[config.mk]
export PLATFORM = sky130hd
export DESIGN_NAME = if_stage_reg
export DESIGN_NICKNAME = d
export VERILOG_FILES = /design/src/rtl/if_stage_reg.sv
export SDC_FILE = /design/constraint.sdc
export NUM_CORES = 1
export LEC_CHECK = 0
export CAP_MARGIN = 20
export CELL_PAD_IN_SITES_DETAIL_PLACEMENT = 2
export CELL_PAD_IN_SITES_GLOBAL_PLACEMENT = 2
export CORE_ASPECT_RATIO = 0.9
export CORE_MARGIN = 5
export CORE_UTILIZATION = 29
export CTS_BUF_LIST = sky130_fd_sc_hd__clkbuf_4
export DETAILED_ROUTE_END_ITERATION = 8
export GPL_ROUTABILITY_DRIVEN = 0
export PLACE_DENSITY_LB_ADDON = 0.05
export SLEW_MARGIN = 20
export SYNTH_ARGS = -nofsm -noshare
export SYNTH_HDL_FRONTEND = slang
export SYNTH_SLANG_ARGS = --single-unit
export TNS_END_PERCENT = 50
[constraint.sdc]
create_clock -name clk_i -period 2.7 [get_ports clk_i]
set_input_delay 0.54 -clock clk_i [delete_from_list [all_inputs] [get_ports clk_i]]
set_output_delay 0.54 -clock clk_i [all_outputs]
set_load 0.02 [all_outputs]
[src/rtl/if_stage_reg.sv]
// Instruction-fetch stage: program counter, fetch address, IF/ID pipeline
// register and a saturating stall-cycle counter.
module if_stage_reg #(
  parameter int                ADDR_W   = 32,
  parameter logic [ADDR_W-1:0] RESET_PC = '0
) (
  input  logic              clk_i,
  input  logic              rst_i,
  input  logic              stall_i,
  input  logic              flush_i,
  input  logic              redirect_i,
  input  logic [ADDR_W-1:0] redirect_pc_i,
  output logic [ADDR_W-1:0] imem_addr_o,
  input  logic [31:0]       imem_instr_i,
  output logic [31:0]       ifid_instr_o,
  output logic [ADDR_W-1:0] ifid_pc4_o,
  output logic              ifid_valid_o,
  output logic [15:0]       stall_cnt_o
);

  logic [ADDR_W-1:0] pc;
  logic [ADDR_W-1:0] pc_plus4;
  logic [ADDR_W-1:0] pc_next;

  localparam logic [ADDR_W-1:0] PC_STEP = ADDR_W'(4);

  // Sequential PC increment; wraps naturally at the top of the address space.
  always_comb begin
    pc_plus4 = pc + PC_STEP;
  end

  // Next PC: redirect wins over stall, stall holds, otherwise advance.
  // Redirect targets are forced word-aligned.
  always_comb begin
    pc_next = pc_plus4;
    if (redirect_i) begin
      pc_next = {redirect_pc_i[ADDR_W-1:2], 2'b00};
    end else if (stall_i) begin
      pc_next = pc;
    end
  end

  // Program counter register.
  always_ff @(posedge clk_i or negedge rst_i) begin
    if (!rst_i) begin
      pc <= RESET_PC;
    end else begin
      pc <= pc_next;
    end
  end

  assign imem_addr_o = pc;

  // IF/ID register: flush inserts a bubble even while stalled.
  always_ff @(posedge clk_i or negedge rst_i) begin
    if (!rst_i) begin
      ifid_instr_o <= '0;
      ifid_pc4_o   <= '0;
      ifid_valid_o <= 1'b0;
    end else if (flush_i) begin
      ifid_instr_o <= '0;
      ifid_pc4_o   <= '0;
      ifid_valid_o <= 1'b0;
    end else if (!stall_i) begin
      ifid_instr_o <= imem_instr_i;
      ifid_pc4_o   <= pc_plus4;
      ifid_valid_o <= 1'b1;
    end
  end

  // Stall-cycle counter: counts only stalls that are not overridden by a
  // flush, and sticks at all-ones until the next reset.
  always_ff @(posedge clk_i or negedge rst_i) begin
    if (!rst_i) begin
      stall_cnt_o <= '0;
    end else if (stall_i && !flush_i && (stall_cnt_o != 16'hFFFF)) begin
      stall_cnt_o <= stall_cnt_o + 16'd1;
    end
  end

endmodule
### Word-level counts from Yosys, hierarchy flattened

Cells that the tools add are included.
Widths: inputs -> output; s select.

| storage, ports and cells | value |
|---|---|
| register bits | 113 |
| bits of input ports | 69 |
| output and inout bits | 113 |

| operators by class | value |
|---|---|
| add/sub/neg operators | 2 |
| equal/unequal tests | 3 |
| multiplexer cells | 7 |
| reductions and logical operators | 3 |

Operator list:

| cell | count |
|---|---|
| $mux 32 | 5 |
| $add 32x3->32 const B | 1 |
| $add 16x1->16 const B | 1 |
| $ne 16x16->1 const B | 1 |
| $ne 2x1->1 const B | 2 |
| $logic_and 1x1->1 | 2 |
| $mux 1 | 2 |
| $logic_not 1->1 | 1 |

### Depth between registers and ports, before layout

| depth | value |
|---|---|
| depth in word-level cells | 3 |
| gate-level depth with buffers | 7 |
| mapped depth without buffers | 5 |

### Least setup slack after synthesis

Ideal clock, no wire load.

| timing path | value |
|---|---|
| path kind | register -> register |
| from | register pc[12], in the netlist imem_addr_o[12] |
| to | register ifid_pc4_o[29] |
| setup time | 99 ps |
| arrival time | 2,092 ps |
| setup slack | 508 ps |
| cell stages (with the launch flop) | 7 |
| path buffers | 2 |
| cells stage by stage | dfrtp_1 > buf_4 > nand3_2 > or4_1 > buf_2 > or4_1 > a311oi_1 |

| between the ends | value |
|---|---|
| word-level cells in the longest chain between the ends | 3 |

Ends and longest elaborated chain:

| item | RTL line | RTL |
|---|---|---|
| start, declared | 21 | `logic [ADDR_W-1:0] pc;` |
| start signal, assigned | 48 | `pc <= pc_next;` |
| $add 32x3->32 | 29 | `pc_plus4 = pc + PC_STEP;` |
| $mux 32 | 64 | `end else if (!stall_i) begin` |
| $mux 32 | 60 | `end else if (flush_i) begin` |
| end signal, assigned | 66 | `ifid_pc4_o <= pc_plus4;` |
| end, declared | 16 | `output logic [ADDR_W-1:0] ifid_pc4_o,` |

Every way passes these cells. The select of a mux whose other input is x is not followed.
A chain may end at the register's enable or synchronous reset.

### Worst setup path in the final report

| timing path | value |
|---|---|
| from | register pc[21], in the netlist imem_addr_o[21] |
| to | register ifid_pc4_o[28] |

The elaborated chain is that of the path after synthesis.

==> results_dict.tcl <==
set metrics [dict create \
    status "finished, final reports clean" \
    ys_seq_area_frac 0.480 \
    antenna_found_initial 1 \
    cts.sink_count 110 \
    grt_pass1_wl_um 33900 \
    postRouteAntennaNets 0 \
    cts_resized 0 \
    fin_nets 837 \
    cp.required_ns 3.06 \
    grt_max_degree 45 \
    p_per_area_nw_per_um2 510 \
    hold_buffers 0 \
    clk_path_buf_depth 2 \
    met3_wirelength_um 1290 \
    synth_fa_ha_area_frac 0.00436 \
    dr.pass1.iters 4 \
    overflow 0 \
    cts_tree "built" \
    period_needed_ns 2.38 \
    drc 0 \
    cts-root-buf "clkbuf_4" \
    routed.top_layer "met4" \
    postCtsSetupRepairBufs 0 \
    tightestPinTransition_ns 0.840 \
    dp_cells 1005 \
    met2_length_um 10300 \
    drtIter0Drc 222 \
    vias 5379 \
    drive_gt1_frac 0.0830 \
    vdd_drop_max_uv 175 \
    insertion_delay_ns 0.51 \
    num_io_pins 182 \
    multi_input_area_um2 2660 \
    path_class "reg2reg" \
    setup_tns_ns 0 \
    p_leak_nw 3.16 \
    syn_area_per_cell_um2 9.61 \
    die_w_um 158 \
    slew_viol_final 0 \
    dp.final_hpwl_um 16000 \
    cts_buffers 9 \
    ys_ff_latch 110 \
    drv_cap 0 \
    initial_utilization 0.297 \
    core_um2 19300 \
    drt-met1-wl_um 9550 \
    syn2layout_area_growth_pct 38.5 \
    end_kind "flop" \
    vias_per_cell 5.26 \
    synth_compound_area_frac 0.119 \
    wl_um 21400 \
    async_flop_share 1.00 \
    finalHoldViolCount 0 \
    yosysUniqueCellTypes 48 \
    port_buffers 177 \
    grt_usage 0.190 \
    finalClockSkew_ns 0.0308 \
    synth_top_family_by_area "simple AND/OR/NAND/NOR gates" \
    cp_max_fo 16 \
    seqCellArea_um2 2750 \
    grt_pass1_vias 5859 \
    synth-simple-area-share 0.224 \
    slew_headroom 0.440 \
    synth_xor_area_frac 0.0519 \
    htree_levels 3 \
    die_h_um 143 \
    synth_warnings 0 \
    rsz0062_at_grt "false" \
    synth_area_um2 5740 \
    start_kind "flop" \
    n_fill_cell 2090 \
    fin_cells 1022 \
    muxShareOfSynthArea 0.0637 \
    max_freq_mhz 421 \
    hold_class "in2async" \
    die-area_um2 22700 \
    setup-violations-final 0 \
    synthCells 597 \
    arrival_ns 2.74 \
    wire_per_inst_um 20.9 \
    rows 48 \
    synth_edf_count 0 \
    fin_hold_ws_ns 0.0347 \
    period_share 0.880 \
    path_clk_slew_ns 0.18 \
    synth_flop_cell "dfrtp_1" \
]
==> routing by layer <==
metal / GRT usage / up-vias
li1: - / 2503
met5: 0 / -
met3: 0.0551 / 13
met1: 0.255 / 2740
met2: 0.310 / 123
met4: 0.0337 / 0
==> cell families after synthesis <==
family,count (synthesis)
fa+ha+maj,2
mux,36
compound gates,99
other cells,1
buf+inv,62
flops,110
xor+xnor,34
simple gates,253
==> critical path, stage by stage, from the launching register on <==
cell and delay (ns):
dfrtp_1 0.56, nand3_4 0.13, or4_1 0.80, o31a_1 0.34, a2111oi_0 0.41
==> registers in the layout, summed over array words and instances, names as in the netlist <==
| name | cells |
|---|---|
| ifid_instr_o | 32 |
| ifid_pc4_o | 31 |
| ifid_valid_o | 1 |
| imem_addr_o | 30 |
| stall_cnt_o | 16 |
==> layout make-up <==
| type | count | area share |
|---|---|---|
| multi-input combinational | 426 | 0.335 |
| clock buffer | 9 | 0.00851 |
| timing repair buffer | 209 | 0.253 |
| inverter | 10 | 0.00473 |
| tap | 250 | 0.0394 |
| clock inverter | 7 | 0.0120 |
| sequential | 110 | 0.347 |
| antenna | 1 | 0.000315 |
==> power breakdown <==
| part | internal, W | switching (W) |
|---|---|---|
| registers | 0.00180 | 0.000192 |
| clock network | 0.000305 | 0.000650 |
| logic | 0.000524 | 0.000584 |
==> metrics by stage <==
step           area (um2)  worst slack [ns]  utilization  power (W)
2_1_floorplan        5740             0.508            -    0.00252
3_3_place_gp         7780             0.423        0.402    0.00310
3_5_place_dp         7780             0.338        0.402    0.00315
4_1_cts              7940             0.281        0.411    0.00413
5_1_grt              7940            0.0214        0.411    0.00429
6_report             7940             0.324        0.411    0.00405
==> cells in the mapped netlist, types with 16 or more instances <==
master / count / area, um2
or4_1: 16 / 120
o21ai_0: 27 / 135
nand3_1: 20 / 100
clkbuf_1: 29 / 109
nor2_1: 86 / 323
nand2_1: 43 / 161
nand4_1: 24 / 150
xnor2_1: 16 / 140
mux2i_1: 32 / 320
xor2_1: 18 / 158
dfrtp_1: 110 / 2750
==> cells in the final DEF (no fill, tap or decap), types with 3 or more instances in the layout <==
cell type and count:
a21oi_1 9, and4_1 4, nor3_1 11, dfrtp_1 110
or4_1 16, inv_1 10, mux2i_1 32, and3_1 4
o31ai_1 10, a31oi_1 10, and2_1 3, xor2_1 18
a311oi_1 11, nor2_1 86, xnor2_1 16, nor2b_1 4
nand2b_1 3, or3_1 11, clkdlybuf4s50_1 174, nand2_1 43
o311ai_0 9, buf_4 32, o21ai_0 27, or2_2 4
nand4_1 24, nor4_1 10, a2111oi_0 4, a211oi_1 9
mux2_2 4, clkbuf_4 9, nand3_1 20, o31a_1 5
==> final timing paths <==
check / start / slack [ns] / to / cells past startpoint
max in group asynchronous: rst_i / 1.84 / stall_cnt_o[0] / 2
max reg2reg: imem_addr_o[21] / 0.32 / ifid_pc4_o[28] / 4
min: rst_i / 0.03 / ifid_pc4_o[21] / 1
min in group clk_i: flush_i / 0.44 / ifid_pc4_o[1] / 3
min reg2reg: stall_cnt_o[7] / 0.52 / stall_cnt_o[7] / 1
max: imem_addr_o[21] / 0.32 / ifid_pc4_o[28] / 4
No activity file was read; power rests on OpenSTA's default activity.
